[src/rtl/m_layer_pkg.sv]
// Shared definitions for the conv-layer buffer sequencers: FSM states, read-tag
// record and the legal RAM read-latency range.
package m_layer_pkg;

    typedef enum logic [2:0] {
        ST_IDLE,
        ST_FILL,
        ST_WAIT_ACC,
        ST_READ,
        ST_DRAIN,
        ST_DONE
    } state_t;

    typedef struct packed {
        logic valid;
        logic first;
        logic last;
    } tag_t;

    localparam int RD_LAT_MIN = 1;
    localparam int RD_LAT_MAX = 3;

    function automatic bit rd_lat_ok(input int lat);
        return (lat >= RD_LAT_MIN) && (lat <= RD_LAT_MAX);
    endfunction

endpackage

[src/rtl/m_layer_5_sched_if.sv]
// Handshake, RAM-port and kernel-bank signals of the layer-5 buffer sequencer.
interface m_layer_5_sched_if #(
    parameter int AW = 7,
    parameter int PW = 2
);
    logic          start;
    logic          in_valid;
    logic          in_ready;
    logic          ram_we;
    logic [AW-1:0] ram_waddr;
    logic          ram_re;
    logic [AW-1:0] ram_raddr;
    logic          acc_ready;
    logic          out_valid;
    logic          out_first;
    logic          out_last;
    logic [PW-1:0] pass_idx;
    logic          busy;
    logic          done;

    modport slave (
        input  start, in_valid, acc_ready,
        output in_ready, ram_we, ram_waddr, ram_re, ram_raddr,
               out_valid, out_first, out_last, pass_idx, busy, done
    );

    modport master (
        output start, in_valid, acc_ready,
        input  in_ready, ram_we, ram_waddr, ram_re, ram_raddr,
               out_valid, out_first, out_last, pass_idx, busy, done
    );
endinterface

[src/rtl/m_tag_delay.sv]
// RD_LAT-deep shift register that carries {valid, first, last} alongside the
// RAM read so the tags line up with doutb.
module m_tag_delay
    import m_layer_pkg::*;
#(
    parameter int RD_LAT = 1
) (
    input  logic clk_in,
    input  logic rst,
    input  tag_t tag_d,
    output tag_t tag_q
);

    tag_t [RD_LAT:1] vld_pipe;

    always_ff @(posedge clk_in or posedge rst) begin
        if (rst) begin
            vld_pipe <= '0;
        end else begin
            vld_pipe[1] <= tag_d;
            for (int i = 2; i <= RD_LAT; i++) begin
                vld_pipe[i] <= vld_pipe[i-1];
            end
        end
    end

    assign tag_q = vld_pipe[RD_LAT];

endmodule

[src/rtl/m_layer_5_sched.sv]
// Layer-5 input map buffer sequencer: fills NUM_IN words, then replays the
// buffer NUM_PASS times to the kernel bank with first/last/pass tags.
module m_layer_5_sched
    import m_layer_pkg::*;
#(
    parameter int NUM_IN   = 120,
    parameter int AW       = 7,
    parameter int NUM_PASS = 4,
    parameter int PW       = 2,
    parameter int RD_LAT   = 1
) (
    input  logic                clk_in,
    input  logic                rst,
    m_layer_5_sched_if.slave    bus
);

    localparam logic [AW-1:0] LAST_W = AW'(NUM_IN - 1);
    localparam logic [PW-1:0] LAST_P = PW'(NUM_PASS - 1);

    if (!rd_lat_ok(RD_LAT)) begin : g_bad_rd_lat
        $error("m_layer_5_sched: RD_LAT out of range");
    end

    state_t        state, state_nxt;
    logic [AW-1:0] wcnt, rcnt;
    logic [PW-1:0] pass_q;
    logic          in_ready_q;
    logic          accept, wlast, rlast, rd_en;
    tag_t          tag_d, tag_q;

    assign accept = bus.in_valid & in_ready_q;
    assign wlast  = accept && (wcnt == LAST_W);
    assign rlast  = (rcnt == LAST_W);
    assign rd_en  = (state == ST_READ);

    always_ff @(posedge clk_in or posedge rst) begin
        if (rst) state <= ST_IDLE;
        else     state <= state_nxt;
    end

    always_comb begin
        state_nxt = state;
        case (state)
            ST_IDLE:     if (bus.start) state_nxt = ST_FILL;
            ST_FILL:     if (wlast) state_nxt = ST_WAIT_ACC;
            ST_WAIT_ACC: if (bus.acc_ready) state_nxt = ST_READ;
            ST_READ:     if (rlast) state_nxt = ST_DRAIN;
            // Leave only once the final tagged word has come out of the delay line.
            ST_DRAIN:    if (tag_q.last) state_nxt = (pass_q == LAST_P) ? ST_DONE : ST_WAIT_ACC;
            ST_DONE:     state_nxt = ST_IDLE;
            default:     state_nxt = ST_IDLE;
        endcase
    end

    // in_ready is registered, so it drops the cycle after the final word.
    always_ff @(posedge clk_in or posedge rst) begin
        if (rst) in_ready_q <= 1'b0;
        else     in_ready_q <= (state == ST_FILL) && !wlast;
    end

    always_ff @(posedge clk_in or posedge rst) begin
        if (rst)                                wcnt <= '0;
        else if (state == ST_IDLE && bus.start) wcnt <= '0;
        else if (accept && wcnt != LAST_W)      wcnt <= wcnt + 1'b1;
    end

    always_ff @(posedge clk_in or posedge rst) begin
        if (rst)                                       rcnt <= '0;
        else if (state == ST_WAIT_ACC && bus.acc_ready) rcnt <= '0;
        else if (rd_en && !rlast)                      rcnt <= rcnt + 1'b1;
    end

    always_ff @(posedge clk_in or posedge rst) begin
        if (rst)                                 pass_q <= '0;
        else if (state == ST_IDLE && bus.start)  pass_q <= '0;
        else if (state == ST_DRAIN && tag_q.last && pass_q != LAST_P)
                                                 pass_q <= pass_q + 1'b1;
    end

    assign tag_d = '{valid: rd_en,
                     first: rd_en && (rcnt == '0),
                     last:  rd_en && rlast};

    m_tag_delay #(.RD_LAT(RD_LAT)) u_tag_delay (
        .clk_in (clk_in),
        .rst    (rst),
        .tag_d  (tag_d),
        .tag_q  (tag_q)
    );

    assign bus.in_ready  = in_ready_q;
    assign bus.ram_we    = accept;
    assign bus.ram_waddr = wcnt;
    assign bus.ram_re    = rd_en;
    assign bus.ram_raddr = rcnt;
    assign bus.out_valid = tag_q.valid;
    assign bus.out_first = tag_q.first;
    assign bus.out_last  = tag_q.last;
    assign bus.pass_idx  = pass_q;
    assign bus.busy      = (state != ST_IDLE);
    assign bus.done      = (state == ST_DONE);

endmodule
[src/flat_wrapper.sv]
// flat-port wrapper written by rule: the top's interface ports become plain ports
module m_layer_5_sched_flat import m_layer_pkg::*;
#(
    parameter int NUM_IN   = 120,
    parameter int AW       = 7,
    parameter int NUM_PASS = 4,
    parameter int PW       = 2,
    parameter int RD_LAT   = 1
)
  (clk_in, rst, bus_start, bus_in_valid, bus_acc_ready, bus_in_ready, bus_ram_we, bus_ram_waddr, bus_ram_re, bus_ram_raddr, bus_out_valid, bus_out_first, bus_out_last, bus_pass_idx, bus_busy, bus_done);
  m_layer_5_sched_if #(.AW(AW), .PW(PW)) bus_i ();
  input  logic clk_in;
  input  logic rst;
  input wire logic [$bits(bus_i.start)-1:0] bus_start;
  input wire logic [$bits(bus_i.in_valid)-1:0] bus_in_valid;
  input wire logic [$bits(bus_i.acc_ready)-1:0] bus_acc_ready;
  output wire logic [$bits(bus_i.in_ready)-1:0] bus_in_ready;
  output wire logic [$bits(bus_i.ram_we)-1:0] bus_ram_we;
  output wire logic [$bits(bus_i.ram_waddr)-1:0] bus_ram_waddr;
  output wire logic [$bits(bus_i.ram_re)-1:0] bus_ram_re;
  output wire logic [$bits(bus_i.ram_raddr)-1:0] bus_ram_raddr;
  output wire logic [$bits(bus_i.out_valid)-1:0] bus_out_valid;
  output wire logic [$bits(bus_i.out_first)-1:0] bus_out_first;
  output wire logic [$bits(bus_i.out_last)-1:0] bus_out_last;
  output wire logic [$bits(bus_i.pass_idx)-1:0] bus_pass_idx;
  output wire logic [$bits(bus_i.busy)-1:0] bus_busy;
  output wire logic [$bits(bus_i.done)-1:0] bus_done;
  assign bus_i.start = bus_start;
  assign bus_i.in_valid = bus_in_valid;
  assign bus_i.acc_ready = bus_acc_ready;
  assign bus_in_ready = bus_i.in_ready;
  assign bus_ram_we = bus_i.ram_we;
  assign bus_ram_waddr = bus_i.ram_waddr;
  assign bus_ram_re = bus_i.ram_re;
  assign bus_ram_raddr = bus_i.ram_raddr;
  assign bus_out_valid = bus_i.out_valid;
  assign bus_out_first = bus_i.out_first;
  assign bus_out_last = bus_i.out_last;
  assign bus_pass_idx = bus_i.pass_idx;
  assign bus_busy = bus_i.busy;
  assign bus_done = bus_i.done;
  m_layer_5_sched #(.NUM_IN(NUM_IN), .AW(AW), .NUM_PASS(NUM_PASS), .PW(PW), .RD_LAT(RD_LAT)) u_core (.clk_in(clk_in), .rst(rst), .bus(bus_i));
endmodule
[config.mk]
export PLATFORM = sky130hd
export DESIGN_NAME = m_layer_5_sched_flat
export DESIGN_NICKNAME = d
export VERILOG_FILES = /design/src/rtl/m_layer_pkg.sv /design/src/rtl/m_layer_5_sched_if.sv /design/src/rtl/m_tag_delay.sv /design/src/rtl/m_layer_5_sched.sv /design/src/flat_wrapper.sv
export SDC_FILE = /design/constraint.sdc
export NUM_CORES = 1
export LEC_CHECK = 0
export CAP_MARGIN = 0
export CORE_MARGIN = 10
export CORE_UTILIZATION = 48
export CTS_CLUSTER_SIZE = 8
export DETAILED_ROUTE_END_ITERATION = 7
export PLACE_DENSITY = 0.84
export SLEW_MARGIN = 20
export SYNTH_ARGS = -nofsm -noshare
export SYNTH_HDL_FRONTEND = slang
export SYNTH_SLANG_ARGS = --single-unit
[constraint.sdc]
create_clock -name clk_in -period 2 [get_ports clk_in]
set_input_delay 0.5 -clock clk_in [delete_from_list [all_inputs] [get_ports clk_in]]
set_output_delay 0.5 -clock clk_in [all_outputs]
set_load 0.03 [all_outputs]
# ---- Word-level counts from Yosys, hierarchy flattened
# Cells that the tools add are included.
dict set report word_totals {
  word_cells 59
  reg_bits 23
  inputBits 5
  output_inout_bits 24
}
dict set report classes {
  bitwise 1
  n_mux 13
  n_reduce_logical 19
  add_sub_neg 3
  eq_ne 15
}
# op n
set ops {}
lappend ops {{$mux W7} 4}
lappend ops {{$mux W3} 6}
lappend ops {{$pmux W3 S5} 1}
lappend ops {{$add A7 B1 Y7 const B} 2}
lappend ops {{$eq A7 B7 Y1 const B} 2}
lappend ops {{$logic_and A1 B1 Y1} 10}
lappend ops {{$ne A2 B2 Y1 const B} 4}
lappend ops {{$logic_not A7 Y1} 1}
lappend ops {{$ne A7 B7 Y1 const B} 1}
lappend ops {{$eq A3 B2 Y1 const B} 2}
lappend ops {{$eq A3 B3 Y1 const B} 2}
lappend ops {{$reduce_bool A2 Y1} 3}
lappend ops {{$reduce_and A5 Y1} 1}
lappend ops {{$mux W2} 2}
lappend ops {{$ne A2 B1 Y1 const B} 2}
lappend ops {{$eq A3 B1 Y1 const B} 1}
lappend ops {{$logic_not A3 Y1} 1}
lappend ops {{$reduce_bool A3 Y1} 1}
lappend ops {{$add A2 B1 Y2 const B} 1}
lappend ops {{$eq A2 B2 Y1 const B} 1}
lappend ops {{$logic_not A1 Y1} 2}
lappend ops {{$and A1 B1 Y1} 1}

# ---- Depth between registers and ports, before layout
# Gate-level depths: netlist of the first run.
dict set report depth {
  word_depth 5
  depth_mapped 6
  depth_no_buf 5
}

# ---- By module
# A second synthesis of the first run with hierarchy kept.
dict set report unflattened {
  cells_unflattened 121
  hier_area_um2 1208.7
}
# module area_per_inst_um2 cells_per_inst n_inst
set by_module_without_submodules {}
lappend by_module_without_submodules {m_layer_5_sched 1129.8 117 1}
lappend by_module_without_submodules {m_tag_delay 78.8 4 1}

# ---- Worst setup path after synthesis of the first run
# OpenSTA, ideal clock, no wires.
dict set report synth_path {
  kind {register to register}
  from {register u_core.rcnt[1], in the netlist u_core.bus.ram_raddr[1]}
  to {register u_core.state[1]}
  required_time_ns 1.871
  path_slack_ns 0.298
  t_arrival_ns 1.573
  stages_incl_launch_ff 6
  cell_sequence {dfrtp_1 ha_1 nand2_1 or4_4 a21oi_1 o22ai_1}
}
dict set report synth_via {
  elab_chain_cells 3
}
# element line_no
set synth_lines {}
lappend synth_lines {{start: declaration} m_layer_5_sched.sv:25} ;# logic [AW-1:0] wcnt, rcnt;
lappend synth_lines {{start signal: assignment} m_layer_5_sched.sv:70} ;# else if (rd_en && !rlast) rcnt <= rcnt + 1'b1;
lappend synth_lines {{$eq A7 B7 Y1} m_layer_5_sched.sv:33} ;# assign rlast = (rcnt == LAST_W);
lappend synth_lines {{$ne A2 B1 Y1 (no line)} --}
lappend synth_lines {{$reduce_and A5 Y1 (no line)} --}
lappend synth_lines {{end signal: assignment} m_layer_5_sched.sv:38} ;# else state <= state_nxt;
lappend synth_lines {{end: declaration} m_layer_5_sched.sv:24} ;# state_t state, state_nxt;
# No other way between the ends.
# A chain may end at the register's enable or synchronous reset.

# ---- Worst setup path after layout of the first run
dict set report layout_path {
  from {register u_core.wcnt[2], in the netlist u_core.bus.ram_waddr[2]}
  to {output port bus_ram_waddr[2]}
}
# element line_no
set layout_rtl {}
lappend layout_rtl {{start: declaration} m_layer_5_sched.sv:25}
lappend layout_rtl {{start signal: assignment} m_layer_5_sched.sv:64} ;# else if (accept && wcnt != LAST_W) wcnt <= wcnt + 1'b1;
lappend layout_rtl {{end: declaration} flat_wrapper.sv:19} ;# output wire logic [$bits(bus_i.ram_waddr)-1:0] bus_ram_waddr;
# No word-level cell between the ends.

==> impl_metrics.yaml, run 1 <==
global_routing:
  grt_max_degree: 24
  grt_overflow: 0
  antenna_found_initial: 0
  grt_pass1_vias: 1106
  grt_pass1_wl_mm: 5.03
  grtUsageTotal_pct: 12.0
die:
  die_h_um: 70.2
  rows: 18
  ios: 29
  dieArea_um2: 4920
  core_um2: 2430
  initial_core_util_pct: 49.6
  die_x_um: 70.2
placement:
  place_ws_ns: 0.0674
  dp_hpwl_mm: 2.31
  io_buffers: 28
  dp.cells: 184
  place_congestion: 0.832
setup_path:
  r2r-end: "u_core.state[1]"
  crit_chain: "clkdlybuf4s50_1"
  endpoint_kind: "output port"
  cpPeakStageDelay_ns: 0.70
  reg2reg_slack_ns: 0.35
  crit_path_max_fanout: 6
  rr_worst_depth: 5
  worstSetupPathType: "reg2out"
  critPathBufInv: 1
  slowest_stage: "clkdlybuf4s50_1"
  cp.required_ns: 1.50
  worstSetupStartpointType: "register"
  arrival_ns: 1.44
  r2r-start: "u_core.bus.ram_raddr[1]"
  path_delay_family: "buffers and inverters"
finish:
  fillers: 206
  final_cell_mix: "23 x dfrtp_1, 18 x clkdlybuf4s50_1, 14 x nor2_1"
  diodes: 0
  area_delta_synth_final_pct: 31.3
  layout-drive-gt1-share_pct: 14.6
  nNetsFinal: 168
  final_common_cell: "dfrtp_1"
  instances_no_fill: 188
sta:
  worst_slack_ns: 0.0581
  hold-worst-slack_ns: 0.509
  finalCriticalPeriod_ns: 1.94
  finalClockSkew_ns: 0.00288
  fmax_mhz: 515
  setup_viol: 0
  worst_slew_pin_slew_ns: 0.463
  period_share_pct: 97.1
  rsz0062_at_grt: "no"
  tns_ns: 0
  hold_violations: 0
  slew_headroom_pct: 68.8
  slew_viol_final: 0
logic_synthesis:
  synth_area_um2: 1210
  syn_inst: 124
  syn_nets: 133
  seq_area_frac_synth_pct: 47.7
  synthDistinctLibCells: 39
  syn-mean-instance-area_um2: 9.74
  synth-seq-cells: 23
  yosys_warnings: 0
route:
  firstDrtPassIters: 4
  via_per_inst: 5.60
  drc: 0
  ant_nets: 0
  drtIter0Drc: 56
  wl_mm: 2.90
  num_vias: 1053
  avgRoutedWirePerCell_um: 15.4
cts:
  postCtsSetupBuffers: 0
  tritoncts: "yes"
  cts.sinks: 23
  cts-buffers-inserted: 3
  clk_pin_slew_ns: 0.12
  clk_latency_ns: 0.30
  cts_root_buffer: "clkbuf_4"
  cts-htree-levels: 1
  clockBufferDepth: 2
power:
  p_leak_uw: 0.000748
  powerDensity_nw_per_um2: 440
  max-vdd-ir-drop_mv: 0.329
  finalPower_uw: 698
worst_hold_path:
  hp-class: "in2async"
run_status:
  status: "finished clean"
job:
  maxCapViolCount: 0
-- layer usage --
layer,global-route usage (%),share of wire (%),vias up
li1,-,-,512
met5,0,0,-
met4,5.70,1.6,0
met1,11.6,38,501
met3,3.81,7.4,4
met2,22.2,53,36
-- worst max path at each step --
stage	end	slack, ns	start	cells after the start
2_1_floorplan	u_core.state[1]	0.30	u_core.bus.ram_raddr[1]	5
3_3_place_gp	bus_ram_we	0.14	bus_in_valid	3
3_5_place_dp	bus_ram_we	0.07	bus_in_valid	3
4_1_cts	bus_ram_raddr[3]	0.001	u_core.bus.ram_raddr[3]	1
5_1_grt	bus_ram_waddr[2]	0.003	u_core.bus.ram_waddr[2]	1
6_report	bus_ram_waddr[2]	0.06	u_core.bus.ram_waddr[2]	1
-- timing repair --
action	in CTS	in global routing
hold buffers	0	0
endpoints found under the setup margin	1	7
resized for setup	1	7
gates cloned	0	0
-- cells in the mapped netlist --
library cell   n  area share, %
a211oi_2       1            1.0
o22ai_1        1           0.52
nand4b_1       1           0.73
o21ai_1        1           0.41
buf_4          1           0.62
o211ai_1       1           0.62
a22o_1         1           0.73
ha_1           4            4.1
and2_1         1           0.52
or3_1          3            1.6
mux2i_1        1           0.83
a22oi_1        1           0.62
nor4bb_1       1           0.83
a31oi_1        1           0.52
and3_1         2            1.0
clkbuf_1       2           0.62
inv_1          7            2.2
o21ai_0        4            1.7
nand2_2        1           0.52
nand4_1        3            1.6
xor2_1         6            4.4
a31o_1         2            1.5
nand2_1        6            1.9
nor3_1         6            2.5
nor4_1         2            1.0
nor2_2         3            1.6
nor2_1        14            4.4
and4_1         1           0.73
a21oi_1        7            2.9
o31a_1         1           0.73
or4_4          1           0.93
buf_2          2           0.83
xnor2_1        2            1.5
dfrtp_1       23             48
o41ai_2        1            1.3
nand3_1        4            1.7
nand3b_2       1           0.93
nand2b_1       3            1.6
mux2_2         1           0.93
-- state kept, by name, indices dropped and copies added (netlist names) --
name	count
u_core.bus.ram_raddr	7
u_core.u_tag_delay.tag_q	3
u_core.bus.ram_waddr	7
u_core.bus.pass_idx	2
u_core.bus.in_ready	1
u_core.state	3
-- cell families after synthesis --
group | synth area share (%)
and+or+nand+nor | 23.8
adders and majority gates | 4.15
DFF | 47.7
xor gates and xnor gates | 5.80
buffers and inverters | 4.25
AOI/OAI and AO/OA | 12.5
muxes | 1.76
-- cell type report --
| cell class | count | area [um2] | share of cell area (%) |
|---|---|---|---|
| Multi-Input combinational cell | 89 | 581 | 36.6 |
| Sequential cell | 23 | 576 | 36.3 |
| Timing Repair Buffer | 35 | 339 | 21.4 |
| Tap cell | 30 | 37.5 | 2.37 |
| Clock buffer | 4 | 26.3 | 1.66 |
| Inverter | 7 | 26.3 | 1.66 |
-- through the flow --
| stage | instance area [um2] | util (%) |
|---|---|---|
| floorplan | 1210 | - |
| global placement | 1550 | 63.5 |
| detailed placement | 1550 | 63.5 |
| CTS | 1570 | 64.6 |
| global route | 1590 | 65.2 |
| finish | 1590 | 65.2 |
-- where the power goes --
group	total (uW)	leakage (uW)	internal, uW	switching [uW]
clock network	205	0.0000150	77.7	127
logic	26.2	0.000444	11.9	14.3
registers	467	0.000288	466	1.18
total	698	0.000748	555	142
No activity file was read; power rests on OpenSTA's default activity.
==> run 2, diff against run 1 <==
--- a/config.mk
+++ b/config.mk
@@ -11,4 +11,5 @@
 export CTS_CLUSTER_SIZE = 8
 export DETAILED_ROUTE_END_ITERATION = 7
+export MAX_ROUTING_LAYER = met4
 export PLACE_DENSITY = 0.84
 export SLEW_MARGIN = 20
==> constraint.sdc (replaced) <==
create_clock -name clk_in -period 2 [get_ports clk_in]
set_input_delay 0.3 -clock clk_in [delete_from_list [all_inputs] [get_ports clk_in]]
set_output_delay 0.3 -clock clk_in [all_outputs]
set_load 0.03 [all_outputs]
==> run 2 against run 1 <==
Die area did not move. Design area down 1.7%. Clock-buffer cell count fell by 1. Sequential power about the same. Worst setup slack gained 0.076 ns. Clock skew is 0.0019 ns higher. Sequential cell count unchanged. Hold slack worse by 0.20 ns. Critical path type unchanged. Critical endpoint is now bus_done.
==> impl_metrics.yaml, run 2 (synthesis gave the netlist of run 1 again) <==
run_status:
  status: "finished clean"
placement:
  dp_hpwl_mm: 2.27
  place_congestion: 0.850
  io_buffers: 28
  dp.cells: 182
die:
  core_um2: 2430
  die_h_um: 70.2
  ios: 29
  die_x_um: 70.2
  dieArea_um2: 4920
  initial_core_util_pct: 49.6
  rows: 18
cts:
  cts.sinks: 23
  cts-buffers-inserted: 3
  tritoncts: "yes"
  clk_pin_slew_ns: 0.13
  cts-htree-levels: 1
  cts_root_buffer: "clkbuf_4"
  postCtsSetupBuffers: 0
  clk_latency_ns: 0.32
  clockBufferDepth: 2
finish:
  regArea_um2: 576
  instances_no_fill: 186
  area_delta_synth_final_pct: 29.1
  final_common_cell: "clkdlybuf4s50_1"
  layout-drive-gt1-share_pct: 12.2
  utilization_pct: 64.1
  fillers: 218
  final_cell_mix: "24 x clkdlybuf4s50_1, 23 x dfrtp_1, 14 x nor2_1"
  nNetsFinal: 166
  multi_input_area_um2: 581
  diodes: 0
global_routing:
  grt_max_degree: 24
  grtUsageTotal_pct: 11.7
  grt_overflow: 0
  grt_pass1_vias: 1034
  antenna_found_initial: 0
  grt_pass1_wl_mm: 4.85
power:
  switching_power_uw: 157
  max-vdd-ir-drop_mv: 0.387
  finalPower_uw: 710
  switching_share_pct: 22.2
  intPower_uw: 553
  p_leak_uw: 0.000669
  powerDensity_nw_per_um2: 456
  pwr-share-seq_pct: 65.8
  pwr-share-comb_pct: 3.7
  clock_power_share_pct: 30.5
setup_path:
  crit_path_start: "u_core.state[1]"
  crit_chain: "nand2b_1 > nor2_1 > dlygate4sd2_1"
  r2r-start: "u_core.bus.ram_raddr[1]"
  endpoint: "bus_done"
  r2r-end: "u_core.state[1]"
  worstSetupStartpointType: "register"
  cp.required_ns: 1.70
  worstSetupPathType: "reg2out"
  cp.depth: 3
  cpPeakStageDelay_ns: 0.50
  arrival_ns: 1.57
  path_delay_family: "flip-flops"
  critPathBufInv: 1
  endpoint_kind: "output port"
  slowest_stage: "dfrtp_1"
  rr_worst_depth: 5
  crit_path_max_fanout: 10
  reg2reg_slack_ns: 0.38
route:
  drc: 0
  via_per_inst: 5.41
  num_vias: 1007
  ant_nets: 0
  firstDrtPassIters: 4
  wl_mm: 2.79
  drtIter0Drc: 74
  avgRoutedWirePerCell_um: 15.0
sta:
  slew_headroom_pct: 66.3
  rsz0062_at_grt: "no"
  worst_slew_pin_slew_ns: 0.499
  setup_viol: 0
  finalCriticalPeriod_ns: 1.87
  period_share_pct: 93.3
  fmax_mhz: 536
  slew_viol_final: 0
  hold_violations: 0
  tns_ns: 0
  finalClockSkew_ns: 0.00482
job:
  maxCapViolCount: 0
worst_hold_path:
  hp-class: "in2async"
run 2: changes by cell type in the layout (fill, tap and decap cells not counted), sizes merged:
| cell | previous run | this run |
|---|---|---|
| clkbuf | 4 | 3 |
| clkdlybuf4s50 | 18 | 24 |
| dlymetal6s2s | 6 | 0 |
| clkinv | 0 | 1 |
| buf | 10 | 6 |
| dlygate4sd2 | 1 | 3 |
run 2: timing repair:
item	CTS	global route
hold buffers	0	0
gates resized for setup	3	0
endpoints found under the setup margin	3	0
run 2: worst register-to-register path, stage by stage (launching register included):
cell     delay (ns)
dfrtp_1        0.43
ha_1           0.20
nand2_1        0.13
or4_4          0.49
a21oi_1        0.17
o22ai_1        0.10
run 2: metal layers:
metal  share of wire [%]  global-route usage, %  up-vias  routed length (um)
li1                    -                      -      502                   -
met1                  43                   13.2      469                1210
met2                  48                   19.2       29                1340
met3                 7.0                   3.25        7                 195
met4                 1.7                   4.39        0                  48
met5                   0                      -        -                   0
run 2: per-stage QoR:
step	instance area, um2	setup WS [ns]	hold WS (ns)
after floorplan	1210	0.298	0.302
after global placement	1540	0.249	0.504
after detailed placement	1540	0.224	0.526
after CTS	1560	0.135	0.311
after global routing	1560	0.00522	0.349
final	1560	0.134	0.304
run 2: power by group through the flow:
stage | Sequential [uW] | Clock (uW) | Combinational (uW)
5_1_grt | 467 | 243 | 29.5
3_5_place_dp | 476 | 0 | 27.2
2_1_floorplan | 478 | 0 | 9.70
3_3_place_gp | 476 | 0 | 26.5
6_report | 467 | 217 | 26.4
4_1_cts | 467 | 223 | 27.2
run 2: layout make-up:
cell class	count	share of cell area, %
well taps	30	2.41
multi-input cells	89	37.2
clock inverters	1	0.321
inverters	7	1.69
flip-flops and latches	23	36.9
clock buffers	3	1.44
repair buffers	33	20.0
run 2: worst min path at each step:
stage	to	slack, ns
2_1_floorplan	u_core.bus.in_ready	0.30
3_3_place_gp	u_core.state[1]	0.50
3_5_place_dp	u_core.state[1]	0.53
4_1_cts	u_core.bus.ram_raddr[3]	0.31
5_1_grt	u_core.bus.ram_raddr[3]	0.35
6_report	u_core.bus.ram_raddr[3]	0.30
